File: src/rtl/aes_ctrl_pkg.sv
// Shared types and constants for the AES-256 stream front-end.
package aes_ctrl_pkg;

  typedef enum logic [2:0] {
    IDLE, KEY, DATA, LOAD, WAIT_LOW, WAIT_DONE, CAP, OUT
  } state_t;

  localparam int HDR_ENC     = 0;
  localparam int HDR_REUSE   = 1;
  localparam int KEY_WORDS   = 8;
  localparam int BLK_WORDS   = 4;
  localparam int TIMEOUT_DEF = 127;

endpackage

File: src/rtl/aes_block_serializer.sv
// Captures one 128-bit core result and emits it MSW-first as a 4-word valid/ready stream.
module aes_block_serializer #(
  parameter int WORD_W = 32
) (
  input  logic                  clk,
  input  logic                  rst,
  input  logic                  cap,
  input  logic [4*WORD_W-1:0]   din,
  output logic                  m_valid,
  input  logic                  m_ready,
  output logic [WORD_W-1:0]     m_data,
  output logic                  m_last,
  output logic                  done
);

  localparam int RES_W = 4 * WORD_W;

  logic [RES_W-1:0] res_q;
  logic [1:0]       idx_q;
  logic             vld_q;
  logic             hs;

  assign hs      = vld_q & m_ready;
  assign m_valid = vld_q;
  assign m_data  = res_q[RES_W-1 -: WORD_W];
  assign m_last  = vld_q & (idx_q == 2'd3);
  assign done    = hs & (idx_q == 2'd3);

  // The buffer shifts left on each accepted word so the head word is always on top.
  always_ff @(posedge clk or negedge rst) begin
    if (!rst) begin
      res_q <= '0;
      idx_q <= '0;
      vld_q <= 1'b0;
    end else if (cap) begin
      res_q <= din;
      idx_q <= '0;
      vld_q <= 1'b1;
    end else if (hs) begin
      res_q <= {res_q[RES_W-WORD_W-1:0], {WORD_W{1'b0}}};
      idx_q <= idx_q + 2'd1;
      if (idx_q == 2'd3) vld_q <= 1'b0;
    end
  end

endmodule

File: src/rtl/aes_256_stream_ctrl.sv
// Stream front-end for the pipelined AES-256 core: word assembly, core handshake with timeout, result serialisation.
module aes_256_stream_ctrl
  import aes_ctrl_pkg::*;
#(
  parameter int TIMEOUT_CYC = TIMEOUT_DEF,
  parameter int WORD_W      = 32
) (
  input  logic                         clk,
  input  logic                         rst,
  input  logic                         s_valid,
  output logic                         s_ready,
  input  logic [WORD_W-1:0]            s_data,
  output logic                         m_valid,
  input  logic                         m_ready,
  output logic [WORD_W-1:0]            m_data,
  output logic                         m_last,
  output logic                         core_load,
  output logic                         core_enc_en,
  output logic [BLK_WORDS*WORD_W-1:0]  core_state_in,
  output logic [KEY_WORDS*WORD_W-1:0]  core_key_in,
  input  logic                         core_done,
  input  logic [BLK_WORDS*WORD_W-1:0]  core_out,
  output logic                         busy,
  output logic                         err_timeout,
  output logic                         err_nokey
);

  localparam int KEY_W = KEY_WORDS * WORD_W;
  localparam int BLK_W = BLK_WORDS * WORD_W;
  localparam int TW    = $clog2(TIMEOUT_CYC + 1);
  localparam logic [2:0]    KEY_LAST = 3'(KEY_WORDS - 1);
  localparam logic [2:0]    BLK_LAST = 3'(BLK_WORDS - 1);
  localparam logic [TW-1:0] TO_LAST  = TW'(TIMEOUT_CYC - 1);

  state_t        state, nxt;
  logic          rdy_en;
  logic          key_valid;
  logic [2:0]    cnt;
  logic [TW-1:0] tcnt;
  logic          hs_in, to_hit, abort, ser_cap, ser_done;

  assign s_ready = rdy_en && (state inside {IDLE, KEY, DATA});
  assign hs_in   = s_valid & s_ready;
  assign busy    = (state != IDLE);
  assign to_hit  = (tcnt == TO_LAST);

  always_ff @(posedge clk or negedge rst) begin
    if (!rst) state <= IDLE;
    else      state <= nxt;
  end

  always_comb begin
    nxt       = state;
    core_load = 1'b0;
    ser_cap   = 1'b0;
    abort     = 1'b0;
    case (state)
      IDLE:      if (hs_in) nxt = s_data[HDR_REUSE] ? DATA : KEY;
      KEY:       if (hs_in && cnt == KEY_LAST) nxt = DATA;
      DATA:      if (hs_in && cnt == BLK_LAST) nxt = LOAD;
      LOAD: begin
        core_load = 1'b1;
        nxt       = WAIT_LOW;
      end
      // done is still high from the previous run for a few cycles after load
      WAIT_LOW: begin
        if (to_hit)          abort = 1'b1;
        else if (!core_done) nxt   = WAIT_DONE;
      end
      WAIT_DONE: begin
        if (core_done)   nxt   = CAP;
        else if (to_hit) abort = 1'b1;
      end
      CAP: begin
        ser_cap = 1'b1;
        nxt     = OUT;
      end
      OUT:       if (ser_done) nxt = IDLE;
      default:   nxt = IDLE;
    endcase
    if (abort) nxt = IDLE;
  end

  // tcnt equals the number of cycles since the load pulse; it is zeroed as LOAD is entered
  always_ff @(posedge clk or negedge rst) begin
    if (!rst) begin
      rdy_en        <= 1'b0;
      key_valid     <= 1'b0;
      cnt           <= '0;
      tcnt          <= '0;
      core_enc_en   <= 1'b0;
      core_key_in   <= '0;
      core_state_in <= '0;
      err_timeout   <= 1'b0;
      err_nokey     <= 1'b0;
    end else begin
      rdy_en <= 1'b1;
      case (state)
        IDLE: if (hs_in) begin
          core_enc_en <= s_data[HDR_ENC];
          cnt         <= '0;
          if (s_data[HDR_REUSE] && !key_valid) err_nokey <= 1'b1;
        end
        KEY: if (hs_in) begin
          core_key_in <= {core_key_in[KEY_W-WORD_W-1:0], s_data};
          key_valid   <= (cnt == KEY_LAST);
          cnt         <= (cnt == KEY_LAST) ? 3'd0 : cnt + 3'd1;
        end
        DATA: if (hs_in) begin
          core_state_in <= {core_state_in[BLK_W-WORD_W-1:0], s_data};
          cnt           <= cnt + 3'd1;
          tcnt          <= '0;
        end
        LOAD, WAIT_LOW, WAIT_DONE: begin
          tcnt <= tcnt + 1'b1;
          if (abort) err_timeout <= 1'b1;
        end
        default: ;
      endcase
    end
  end

  aes_block_serializer #(.WORD_W(WORD_W)) u_ser (
    .clk     (clk),
    .rst     (rst),
    .cap     (ser_cap),
    .din     (core_out),
    .m_valid (m_valid),
    .m_ready (m_ready),
    .m_data  (m_data),
    .m_last  (m_last),
    .done    (ser_done)
  );

endmodule
File: config.mk
export PLATFORM = sky130hd
export DESIGN_NAME = aes_256_stream_ctrl
export DESIGN_NICKNAME = d
export VERILOG_FILES = /design/src/rtl/aes_ctrl_pkg.sv /design/src/rtl/aes_block_serializer.sv /design/src/rtl/aes_256_stream_ctrl.sv
export SDC_FILE = /design/constraint.sdc
export NUM_CORES = 1
export LEC_CHECK = 0
export ABC_AREA = 1
export BUFFER_PORTS_ARGS = -buffer_cell sky130_fd_sc_hd__buf_2
export CAP_MARGIN = 5
export CORE_AREA = 2 2 232 234
export CTS_BUF_LIST = sky130_fd_sc_hd__clkbuf_8
export CTS_CLUSTER_SIZE = 30
export DETAILED_ROUTE_END_ITERATION = 8
export DIE_AREA = 0 0 234 236
export PLACE_DENSITY = 0.75
export SYNTH_ARGS = -nofsm -noshare
export SYNTH_HDL_FRONTEND = slang
export SYNTH_SLANG_ARGS = --single-unit
export TNS_END_PERCENT = 100
File: constraint.sdc
create_clock -name clk -period 1.8 [get_ports clk]
set_clock_uncertainty 0.15 [all_clocks]
set_input_delay 0.27 -clock clk [delete_from_list [all_inputs] [get_ports clk]]
set_output_delay 0.27 -clock clk [all_outputs]
set_load 0.1 [all_outputs]
==> results of run 1 <==
## logic make-up after synthesis
logic type / count (synthesis) / synth area share [%]
AND/OR/NAND/NOR: 1196 / 22.9
flip-flops: 533 / 60.0
buffers and inverters: 344 / 7.99
AO/OA/AOI/OAI: 286 / 8.53
adder cells (fa/ha/maj): 6 / 0.338
XOR/XNOR: 5 / 0.197
other: 1 / 0.0169
## routing by layer
metal	track usage, %	wire (um)	vias up
li1	-	-	9462
met1	34.0	32900	11229
met2	48.9	47400	1967
met3	7.83	11800	514
met4	19.6	7910	2
met5	0	15	-
## final timing paths
path | from | to | slack (ns) | cells after the start
min | rst | core_key_in[121] | 0.18 | 3
min reg2reg | err_timeout | err_timeout | 0.33 | 1
max | state[1] | core_key_in[19] | -0.43 | 10
max in group asynchronous | rst | core_key_in[218] | 0.20 | 3
min in group clk | core_out[21] | u_ser.res_q[21] | 0.19 | 4
max reg2reg | state[1] | core_key_in[19] | -0.43 | 10
## critical path, stage by stage, from the launching register on
cell       delay (ns)
dfrtp_2          0.44
nand2_2          0.08
buf_4            0.11
buf_6            0.09
nand4_4          0.10
nor2_4           0.25
clkbuf_16        0.26
buf_12           0.14
buf_16           0.14
nand2_1          0.07
o21ai_0          0.20
## state kept, by name, indices dropped and copies added (netlist names)
register and cells:
core_key_in 256, core_state_in 128, u_ser.res_q 128, tcnt 7
cnt 3, state 3, u_ser.idx_q 2, core_enc_en 1
err_nokey 1, err_timeout 1, key_valid 1, rdy_en 1
u_ser.m_valid 1
## cells in the final DEF, fill, tap and decap left out, types with 12 or more instances in the layout
cell	instances
nand2_1	612
dfrtp_1	460
nand3_1	417
buf_6	212
buf_4	199
inv_1	171
dlygate4sd3_1	165
buf_2	163
o21ai_2	140
buf_12	134
clkbuf_8	106
o21ai_0	96
nand2_2	77
dfrtp_2	72
buf_8	58
clkbuf_16	39
nand2_4	38
o21ai_1	29
nor2_1	27
buf_16	14
a31oi_1	12
## repair_timing
| item | CTS | global route |
|---|---|---|
| cloned | 6 | 53 |
| pin swaps | 6 | 14 |
| gates resized for setup | 1023 | 270 |
| setup endpoints to repair | 508 | 671 |
| hold buffers | 165 | 0 |
| buffers inserted | 48 | 28 |
| hold endpoints to repair | 735 | 0 |
## cell type report
| cell class | count | area, um2 |
|---|---|---|
| antenna | 4 | 10.0 |
| clock buffer | 106 | 1460 |
| clock inverter | 40 | 238 |
| fill | 3171 | 17300 |
| inverter | 152 | 611 |
| multi-input combinational | 1496 | 7820 |
| sequential | 533 | 13400 |
| tap | 696 | 871 |
| timing repair buffer | 984 | 11300 |
| timing repair inverter | 6 | 91.3 |
## metrics by stage
step	worst slack, ns	instance area [um2]	hold WS, ns
global placement	0.0350	26500	0.0198
floorplan	0.000397	22200	-0.176
CTS	-0.358	33500	0.0851
global route	-0.544	35800	0.159
finish	-0.428	35800	0.184
detailed placement	-0.0171	26500	0.0287
==> flow_summary_export.csv, run 1 <==
group,metric,value,unit
placed_design,placed_cells_incl_taps,3572,
die,io_pins,589,
global_routing,grt_max_degree,75,
finish,final_util,67.5,%
clock_tree,cts_inserted_buffers,87,
synthesis,avgSynthCellArea,9.37,um2
setup_path,critical_path_class,"reg2reg",
placed_design,port_buffers,588,
placed_design,dpl.hpwl,49700,um
timing,worst_pin_slew,0.673,ns
synthesis,synth_area_leader_cell,"dfrtp_1",
timing,slew_headroom,55.0,%
timing,setup_slack,-0.428,ns
drt,totalWireLength,100000,um
timing,setup_viol,462,
synthesis,synth-seq-area-share,60.0,%
synthesis,synth_seq_cells,533,
timing,drv_slew,0,
timing,hold_viol,0,
finish,drive_gt1_share,39.4,%
clock_tree,h-tree-depth,3,
drt,routed_via_density,5.77,
global_routing,antenna_found_initial,5,
synthesis,ys_top_cells_by_area,"dfrtp_1, nand2_1, nand3_1",
synthesis,ys_types,30,
timing,finalCritPeriodShare,124,%
die,die_h,236,um
die,fp.coreArea,0.0531,mm2
min_path,hold_path.class,"in2async",
synthesis,synth.most_common_cell,"nand2_1",
synthesis,async_reset_ff_share,100,%
synthesis,synth_top_area_share,60.0,%
timing,fmax,449,MHz
global_routing,overflow,0,
synthesis,synth-edff-count,0,
synthesis,syn_inst,2371,
timing,period_needed,2.23,ns
timing,finalSetupTns,-83.09,ns
drt,drt_iter0_drc,2722,
die,dieArea,0.0552,mm2
die,die_width,234,um
clock_tree,clk_latency,0.69,ns
setup_path,critPathArrivalTime,2.59,ns
global_routing,grt_pass1_wl,126000,um
run_status,failed_checks,"negative setup slack",
clock_tree,clk_pin_slew,0.07,ns
setup_path,required,2.16,ns
flow_run,maxCapViolations,0,
synthesis,syn-cell-area,0.0222,mm2
finish,final_cells,4017,
synthesis,syn-num-nets,2542,
finish,nNetsFinal,3431,
setup_path,worstPathMaxFanout,8,
synthesis,synth_warnings,0,
drt,first_pass_iters,7,
setup_path,critical_path.endpoint_type,"flip-flop",
drt,vias,23174,
timing,rsz0062_at_grt,"true",
synthesis,ys.flop_type,"dfrtp_1",
run_status,status,"finished with violations",
drt,drc,0,
synthesis,ys_top_cells_by_count,"nand2_1, dfrtp_1, nand3_1, inv_1, o21ai_0",
global_routing,grt_usage,29.7,%
die,row_count,85,
clock_tree,ctsLongestPathBuffers,3,
global_routing,grt_pass1_vias,21867,
clock_tree,cts_tree,"yes",
drt,detail-route-antenna-nets,0,
clock_tree,root_buffer,"clkbuf_8",
clock_tree,cts.sink_count,533,
placed_design,gp_congestion,0.892,
drt,wire_per_inst,24.9,um
setup_path,start_kind,"flip-flop",
finish,area_growth_syn_to_layout,61.2,%
die,start_util,41.9,%
Power of run 1 is not shown: default switching activity piles up to over one toggle a cycle in this logic, so the estimate is an artifact.
==> run 2: changes to the inputs <==
Settings changed: BUFFER_PORTS_ARGS -buffer_cell sky130_fd_sc_hd__buf_2 to unset, DONT_BUFFER_PORTS set to 1, PLACE_DENSITY 0.75 to 0.66.
==> flow_summary_export.csv, run 2 (synthesis results as in run 1) <==
group,metric,value,unit
run_status,status,"finished with violations",
run_status,failed_checks,"negative hold slack, max-slew violations, negative setup slack",
die,fp.coreArea,0.0531,mm2
clock_tree,ctsLongestPathBuffers,3,
drt,top_layer_used,"met5",
drt,wl_met2,37200,um
drt,routed_via_density,5.31,
setup_path,crit_chain,"nand2_2 > buf_6 > nand2_4 > nor2_4 > buf_12",
die,dieArea,0.0552,mm2
die,io_pins,589,
finish,largest_reg_flops,256,
finish,final_cell_mix,"nand2_1, dfrtp_1, nand3_1, buf_4, inv_1",
global_routing,antenna_found_initial,12,
flow_run,maxCapViolations,0,
clock_tree,h-tree-depth,3,
drt,wire_per_inst,20.8,um
finish,area_growth_syn_to_layout,42.4,%
clock_tree,ctsHoldBuffers,163,
setup_path,worstPathMaxFanout,4,
timing,fmax,493,MHz
die,start_util,41.9,%
timing,drv_slew,288,
setup_path,start_kind,"flip-flop",
drt,wl_met1,29400,um
global_routing,grt_usage,26.0,%
setup_path,required,1.38,ns
finish,mostFrequentLayoutCell,"nand2_1",
placed_design,dpl.hpwl,48000,um
min_path,hold_path.class,"in2async",
drt,dr_wl_met3,7360,um
finish,drive_gt1_share,28.1,%
timing,hold_viol,533,
drt,totalWireLength,78200,um
timing,rsz0062_at_grt,"true",
global_routing,overflow,0,
setup_path,ff2ff_setup_slack,-0.12,ns
finish,nNetsFinal,3156,
die,die_width,234,um
global_routing,grt_pass1_vias,19459,
finish,top_register,"core_key_in",
finish,fillerInstances,4185,
placed_design,place_ws,0.0107,ns
clock_tree,cts.sink_count,533,
setup_path,cp_slowest_cell,"dfrtp_2",
clock_tree,root_buffer,"clkbuf_8",
setup_path,critical_path_class,"reg2out",
setup_path,reg2reg_to,"core_key_in[199]",
timing,hold_slack,-0.865,ns
drt,drc,0,
global_routing,grt_pass1_wl,111000,um
die,row_count,85,
drt,vias,19992,
timing,slew_headroom,-82.2,%
drt,first_pass_iters,6,
setup_path,cpPeakStageDelay,0.43,ns
timing,finalCritPeriodShare,113,%
timing,period_needed,2.03,ns
clock_tree,clk_latency,0.68,ns
setup_path,critical_path.endpoint_type,"output port",
clock_tree,cts_tree,"yes",
timing,setup_slack,-0.227,ns
setup_path,r2r-start,"state[1]",
setup_path,critPathArrivalTime,1.61,ns
clock_tree,clk_pin_slew,0.06,ns
finish,reg.largest.list,"core_key_in: 256 flops, core_state_in: 128 flops, u_ser.res_q: 128 flops",
timing,setup_viol,153,
setup_path,ff2ff_path_depth,9,
die,die_h,236,um
drt,detail-route-antenna-nets,0,
clock_tree,cts_inserted_buffers,90,
drt,drt_iter0_drc,1853,
global_routing,grt_max_degree,534,
placed_design,port_buffers,0,
placed_design,gp_congestion,0.924,
timing,worst_pin_slew,2.73,ns
-- run 2: cell count changes in the layout (fill, tap and decap cells not counted), moves of 57 or more --
| cell | change |
|---|---|
| buf_12 | -93 |
| buf_2 | -163 |
| nand2_2 | -73 |
| dfrtp_2 | -61 |
| nand2_1 | +107 |
| buf_4 | +115 |
| dfrtp_1 | +57 |
| buf_6 | -72 |
-- run 2: worst max path at each step --
stage             startpoint                to  slack [ns]
3_5_place_dp        state[1]  core_key_in[158]        0.01
3_3_place_gp        state[0]    core_key_in[7]        0.05
2_1_floorplan  u_ser.m_valid  u_ser.res_q[122]      0.0004
5_1_grt             state[0]           s_ready       -0.31
6_report            state[0]           s_ready       -0.23
4_1_cts             state[0]           s_ready       -0.35
-- run 2: stage by stage --
step | util [%] | std cells | hold slack, ns | setup TNS, ns | area [um2]
floorplan | - | 2371 | -0.176 | 0 | 22200
CTS | 57.6 | 3707 | -0.917 | -6.01 | 30600
detailed placement | 49.1 | 3369 | -0.167 | 0 | 26100
global route | 59.6 | 3757 | -0.908 | -33.04 | 31600
global placement | 49.1 | 3369 | -0.163 | 0 | 26100
finish | 59.6 | 3764 | -0.865 | -7.24 | 31600
-- run 2: per-layer routing --
metal / up-vias / GRT usage, %
li1: 8923 / -
met2: 1089 / 42.0
met1: 9701 / 31.6
met3: 277 / 7.72
met5: - / 0
met4: 2 / 12.7
-- run 2: area by class of cell --
cell class	count	area, um2	area share, %
Sequential cell	533	13400	42.3
Timing Repair Buffer	714	7680	24.3
Multi-Input combinational cell	1494	7230	22.9
Clock buffer	114	1570	4.96
Tap cell	696	871	2.75
Inverter	152	583	1.84
Clock inverter	46	287	0.906
Antenna cell	15	37.5	0.119
-- run 2: critical path, delay by kind of cell, from the launching register on --
family	cells	cell delay [ns]
flops	1	0.43
buf+inv	2	0.30
simple gates	3	0.23
-- run 2: timing repair --
item | 4_1_cts | 5_1_grt
endpoints found under the hold margin | 743 | 533
pin swaps | 6 | 21
endpoints found under the setup margin | 163 | 458
resized for setup | 231 | 47
buffers inserted | 12 | 13
cloned | 3 | 29
Power of run 2 is left out for the same reason.
